$ cat src/rtl/tube_scan_sequencer.sv
// Scan timing master for a 4-digit 7-segment tube display with a double-buffered CPU write port.
// Optional frame-rate dimming is enabled by defining TUBE_DIM_EN, which adds the brightness port.
module tube_scan_sequencer #(
  parameter int unsigned PRESCALE = 50000,
  parameter int unsigned BLANK    = 16
) (
  input  logic        clk,
  input  logic        rst_n,
  input  logic        wrValid,
  output logic        wrReady,
  input  logic [15:0] wrData,
  input  logic [3:0]  wrDots,
  input  logic [3:0]  wrAuxs,
`ifdef TUBE_DIM_EN
  input  logic [3:0]  brightness,
`endif
  output logic [1:0]  dig,
  output logic [3:0]  dig1,
  output logic [3:0]  dig2,
  output logic [3:0]  dig3,
  output logic [3:0]  dig4,
  output logic [3:0]  dots,
  output logic [3:0]  auxs,
  output logic        blank,
  output logic        frameStart
);

  localparam int unsigned   CW   = (PRESCALE > 1) ? $clog2(PRESCALE) : 1;
  localparam logic [CW-1:0] LAST = CW'(PRESCALE - 1);

  logic [CW-1:0] cnt, cnt_nxt;
  logic [1:0]    dig_nxt;
  logic          at_last, boundary, accept, blank_nxt;
  logic          pending;
  logic [15:0]   sh_data;
  logic [3:0]    sh_dots, sh_auxs;

  // A full shadow buffer is exactly the not-ready condition, so no separate flag is kept.
  assign wrReady = ~pending;

  always_comb begin
    at_last  = (cnt == LAST);
    boundary = at_last && (dig == 2'd3);
    cnt_nxt  = at_last ? '0 : cnt + 1'b1;
    dig_nxt  = at_last ? dig + 2'd1 : dig;
    accept   = wrValid && ~pending;
  end

`ifdef TUBE_DIM_EN
  logic [3:0] fc, fc_nxt, bright, bright_nxt;

  always_comb begin
    fc_nxt     = boundary ? fc + 4'd1 : fc;
    bright_nxt = boundary ? brightness : bright;
    blank_nxt  = (32'(cnt_nxt) < BLANK) || (fc_nxt > bright_nxt);
  end

  always_ff @(posedge clk or negedge rst_n) begin
    if (!rst_n) begin
      fc     <= 4'd0;
      bright <= 4'hF;
    end else begin
      fc     <= fc_nxt;
      bright <= bright_nxt;
    end
  end
`else
  always_comb begin
    blank_nxt = (32'(cnt_nxt) < BLANK);
  end
`endif

  // Scan timing: blank and frameStart are registered from the next-state values so they line up with cnt/dig.
  always_ff @(posedge clk or negedge rst_n) begin
    if (!rst_n) begin
      cnt        <= '0;
      dig        <= 2'd0;
      blank      <= 1'b1;
      frameStart <= 1'b0;
    end else begin
      cnt        <= cnt_nxt;
      dig        <= dig_nxt;
      blank      <= blank_nxt;
      frameStart <= (cnt_nxt == '0) && (dig_nxt == 2'd0);
    end
  end

  // Shadow capture and frame-boundary transfer; accept and transfer are exclusive because accept needs !pending.
  always_ff @(posedge clk or negedge rst_n) begin
    if (!rst_n) begin
      pending <= 1'b0;
      sh_data <= 16'h0000;
      sh_dots <= 4'h0;
      sh_auxs <= 4'h0;
      dig1    <= 4'h0;
      dig2    <= 4'h0;
      dig3    <= 4'h0;
      dig4    <= 4'h0;
      dots    <= 4'h0;
      auxs    <= 4'hF;
    end else if (accept) begin
      pending <= 1'b1;
      sh_data <= wrData;
      sh_dots <= wrDots;
      sh_auxs <= wrAuxs;
    end else if (boundary && pending) begin
      pending <= 1'b0;
      dig1    <= sh_data[3:0];
      dig2    <= sh_data[7:4];
      dig3    <= sh_data[11:8];
      dig4    <= sh_data[15:12];
      dots    <= sh_dots;
      auxs    <= sh_auxs;
    end
  end

endmodule

$ cat config.mk
export PLATFORM = sky130hd
export DESIGN_NAME = tube_scan_sequencer
export DESIGN_NICKNAME = d
export VERILOG_FILES = /design/src/rtl/tube_scan_sequencer.sv
export SDC_FILE = /design/constraint.sdc
export NUM_CORES = 1
export LEC_CHECK = 0
export BUFFER_PORTS_ARGS = -buffer_cell sky130_fd_sc_hd__buf_2
export CORE_ASPECT_RATIO = 1.75
export CORE_UTILIZATION = 49
export DETAILED_ROUTE_END_ITERATION = 8
export MAX_ROUTING_LAYER = met4
export PLACE_DENSITY_LB_ADDON = 0.12
export SETUP_SLACK_MARGIN = 0.4
export SLEW_MARGIN = 15
export SYNTH_ARGS = -nofsm -noshare
export SYNTH_HDL_FRONTEND = slang
export SYNTH_SLANG_ARGS = --single-unit
$ cat constraint.sdc
create_clock -name clk -period 1.93 [get_ports clk]
set_input_delay 0.0965 -clock clk [delete_from_list [all_inputs] [get_ports clk]]
set_output_delay 0.0965 -clock clk [all_outputs]
set_load 0.02 [all_outputs]
Word level (Yosys, flattened, before mapping) --
Cells that the tools add are included.
Cells by class: reductions and logical operators 8, multiplexer cells 4, $lt $le $gt $ge 1, bitwise logic cells 2, equality and inequality tests 2, add/subtract/negate cells 2
Operators by type and width (count):
- $add A16 B1 Y16 const B | 1
- $eq A16 B16 Y1 const B | 1
- $logic_not A16 Y1 | 1
- $lt A16 B5 Y1 const B | 1
- $mux W16 | 1
- $logic_and A1 B1 Y1 | 4
- $add A2 B1 Y2 const B | 1
- $eq A2 B2 Y1 const B | 1
- $logic_not A2 Y1 | 1
- $mux W1 | 2
- $mux W2 | 1
- $not A1 Y1 | 2
- $reduce_and A2 Y1 | 1
- $reduce_bool A2 Y1 | 1
Storage, ports and cells: input bits 27, word-level logic and storage cells 33, bits in registers 69

Logic depth before layout (Yosys ltp) --
depth in word-level cells 5, gate-level depth with buffers 7, mapped depth without buffers 7

Least setup slack after synthesis --
OpenSTA, ideal clock, no wires.
path type register to register, start reg cnt[5], end reg dig1[3], cell stages (with the launch flop) 8, path buffers 2, data arrival time 1.948 ns, required time 1.802 ns, path slack -0.146 ns, clock period less this slack 2.076 ns, cell sequence dfrtp_1 > buf_6 > nor4b_1 > nand3_1 > nor3_4 > nand3_2 > buf_4 > mux2_1
Between the ends: cells in the longest elaborated chain, start to end 4
RTL lines:
- from (decl) | line 31 | logic [CW-1:0] cnt, cnt_nxt;
- from (signal assigned) | line 81 | cnt <= cnt_nxt;
- $eq A16 B16 Y1 | line 42 | at_last = (cnt == LAST);
- $logic_and A1 B1 Y1 | line 43 | boundary = at_last && (dig == 2'd3);
- $logic_and A1 B1 Y1 | line 106 | end else if (boundary && pending) begin
- $reduce_and A2 Y1 (no line)
- to (signal assigned) | line 108 | dig1 <= sh_data[3:0];
- to (decl) | line 18 | output logic [3:0] dig1,
Every way passes these cells. A chain may end at the register's enable or synchronous reset.

Worst setup path in the final report --
start reg cnt[0], end reg frameStart
Between the ends: cells in the longest elaborated chain, start to end 4
RTL lines:
- $add A16 B1 Y16 / $eq A16 B16 Y1 (equally long branches) | line 44, 42
- $mux W16 / $mux W2 (equally long branches) | line 44, 45
- $logic_not A16 Y1 / $logic_not A2 Y1 (equally long branches) | line 84 | frameStart <= (cnt_nxt == '0) && (dig_nxt == 2'd0);
- $logic_and A1 B1 Y1 (*) | line 84
- to (signal assigned) | line 84
- to (decl) | line 25 | output logic frameStart
Mark *: on every way between the ends. The rest lies on a longest branch, timed or not.

==> results by group <==
CTS
  – Clk buf depth: 2
  – H-tree levels: 3
  – Clk sinks: between 60 and 70
  – Root Buffer: clkbuf_8
  – Worst skew pair latency: 340 ps
  – CTS tree: built
  – Clock Pin Slew Worst Setup and Hold Paths: ~70 ps
  – Num CTS Buffers: 9

Synth
  – Syn avg cell area: between 10 and 15 um^2
  – Main flop type after synthesis: dfrtp_1
  – Post-synth EDFFs: 0
  – Synth cell count leaders: 64 x dfrtp_1, 30 x mux2_2, 19 x mux2_1
  – Cells after synthesis: 215
  – Seq/Total Area, Yosys: 58.6%
  – Area of the mapped netlist: 2960 um^2
  – Unique masters post-synth: 42
  – Yosys warns: 0
  – Async S/R FF share, synth: 100%
  – Syn_nets: 244
  – Top cells by area, synth: dfrtp_1 54%, mux2_2 11%, mux2_1 7.2%
  – Yosys top cell area share: between 50% and 60%
  – Seq cells post-synth: 69
  – Post-synth top area cell: dfrtp_1
  – Count leader, synth: dfrtp_1

Global route
  – Overflow after GRT: 0
  – Vias in the first global route: about 2,300
  – First-pass GRT wire length: 10,500 um
  – Initial antenna violation count: 0
  – GRT Overall Usage: 23.6%
  – Largest net degree at the start of global routing: 70

Min path
  – Hold_sp: wrData[5]
  – Hold WC Path Type: in2reg

Pwr
  – Power per standard cell area: 666 nW/um^2
  – P_leak: ~2.2 nW
  – Peak VDD IR: between 0.6 and 0.7 mV

STA
  – TNS Setup: -1110 ps
  – Final period utilization: 108%
  – Setup ws final: -146 ps
  – Tightest Pin Transition: 404 ps
  – Clk_skew: 7.64 ps
  – Slew Viols, Final: 0
  – Fmax: 0.482 GHz
  – Final Hold Vio Count: 0
  – RSZ-0062 raised after global routing: yes
  – Min Tclk post-route: 2080 ps
  – Final setup vio count: 23
  – Fin Hold WS: 18.8 ps
  – Worst relative slew slack: 72.9%

Setup path
  – Required @ worst endpoint: 2180 ps
  – Family with the most delay on the worst path: simple AND/OR/NAND/NOR gates
  – Slowest cell on the critical path: or4_4
  – Critical path startpoint: cnt[0]
  – Reg-to-Reg Start: cnt[0]
  – Crit path capture type: flip-flop
  – CP Class: reg2reg
  – Worst-path fanout max: 3
  – Crit path cell chain: ha_4, nand2_4, or4_4, mux2i_1, o2111ai_1, a211o_1, nor4_2
  – Critical Path Start Type: flip-flop
  – CP arrival: roughly 2300 ps
  – Worst path buffer plus inverter count: 0
  – Max incr delay on CP: around 500 ps

Status
  – Status: finished, violations left
  – Failing checks: setup timing

Detailed routing
  – Routed WL: 6970 um
  – Vias per cell: 5.21
  – Routed len/inst: 16.3 um
  – DRT iter0 DRCs: 79
  – Via Count: 2,231
  – Drt drc: 0
  – Pre-Repair DR Iteration Count: 4
  – Post-route ant nets: 0

Place
  – Hpwl dp: about 4300 um
  – Area after DPL: 3600 um^2
  – Dpl ws: -126 ps
  – Global placer's final weighted congestion: roughly 0.92
  – PortBufs: 55

Cells and area
  – Reg area: between 1500 and 2000 um^2
  – Layout area overhead: 46.2%
  – Antenna cell count: 0
  – Final nets: approximately 370
  – Layout cells sized above 1: roughly 57%
  – Multi-input logic area: 1310 um^2
  – Post-route cell area: 4320 um^2
  – Fillers: 421

Floorplanning
  – Chip width: 60.7 um
  – Rows: 37
  – Die height: 105 um
  – Io pins: 56
  – Initial Util: 50.7%
  – Full die area: 6360 um^2
  – Core outline area: 5830 um^2

Flow run
  – Max cap viols: 0
worst paths after layout:
check / endpoint / slack (ps) / cells past startpoint
hold reg to reg: dig1[0] / 480 / 1
min in group asynchronous: cnt[13] / 310 / 3
setup reg to reg: frameStart / -150 / 7
hold / removal: sh_data[5] / 20 / 2
max in group asynchronous: auxs[1] / 1280 / 3
setup / recovery: frameStart / -150 / 7
worst reg2reg max path, delay by kind of cell, from the launching register on:
family | cells | cell delay (ps)
fa+ha+maj | 1 | 180
simple gates | 3 | 800
flops | 1 | 400
mux | 1 | 170
compound gates | 2 | 450
final cells by class:
type                    count  share of cell area, %
clock buffers              11                   3.27
clock inverters             5                   1.39
inverters                   3                  0.260
multi-input cells         131                   30.2
flip-flops and latches     69                   40.2
well taps                  78                   2.26
repair buffers            131                   22.4
cell usage in the layout (no fill, tap or decap), types with 2 or more instances in the layout:
| cell type | count |
|---|---|
| nor2_2 | 4 |
| mux2_1 | 7 |
| clkbuf_8 | 10 |
| nand2_1 | 6 |
| dlygate4sd3_1 | 25 |
| nor4b_1 | 2 |
| inv_1 | 3 |
| nor3_1 | 2 |
| nand3_1 | 4 |
| buf_12 | 2 |
| dfrtp_1 | 60 |
| nor4_2 | 2 |
| buf_4 | 40 |
| dfstp_2 | 5 |
| nand4_1 | 3 |
| nor2_1 | 8 |
| o21ai_0 | 2 |
| mux2_2 | 29 |
| buf_6 | 9 |
| buf_2 | 55 |
| xnor2_1 | 6 |
| dfrtp_2 | 4 |
| o21a_1 | 2 |
| nor3_4 | 3 |
| mux2_4 | 13 |
| nand3_2 | 2 |
| a31oi_1 | 3 |
| xor2_1 | 7 |
through the flow:
stage,std cells,power [mW],utilization (%)
after global routing,428,3.01,74.1
after CTS,424,2.91,71.8
after floorplan,215,1.61,-
after detailed placement,374,1.69,61.7
after global placement,374,1.68,61.7
final,428,2.88,74.1
layer usage:
metal  routed length (um)  global-route usage, %
met2                 3770                   38.1
met3                  282                   5.82
met1                 2640                   26.6
met4                  282                   11.4
met5                    0                      -
where the power goes:
part	internal (mW)	switching, mW	total [mW]
clock	0.637	0.539	1.18
sequential	1.51	0.0306	1.54
combinational	0.104	0.0571	0.161
total	2.25	0.627	2.88
flip-flops by register name, summed over array words and instances (netlist names):
signal and cells:
cnt 16, sh_data 16, auxs 4, dig1 4, dig2 4, dig3 4
dig4 4, dots 4, sh_auxs 4, sh_dots 4, dig 2, blank 1
frameStart 1, pending 1
what timing repair did:
item	4_1_cts	5_1_grt
gates resized for setup	18	27
buffers inserted	9	4
pin swaps	7	3
hold buffers	25	0
setup endpoints to repair	38	40
hold endpoints to repair	88	0
cell families after synthesis:
logic type / synth area share, %
fa+ha+maj: 0.846
simple gates: 10.5
flops: 58.6
xor+xnor: 4.15
compound gates: 3.51
mux: 19.0
buf+inv: 3.34
(Power assumes the default switching activity.)
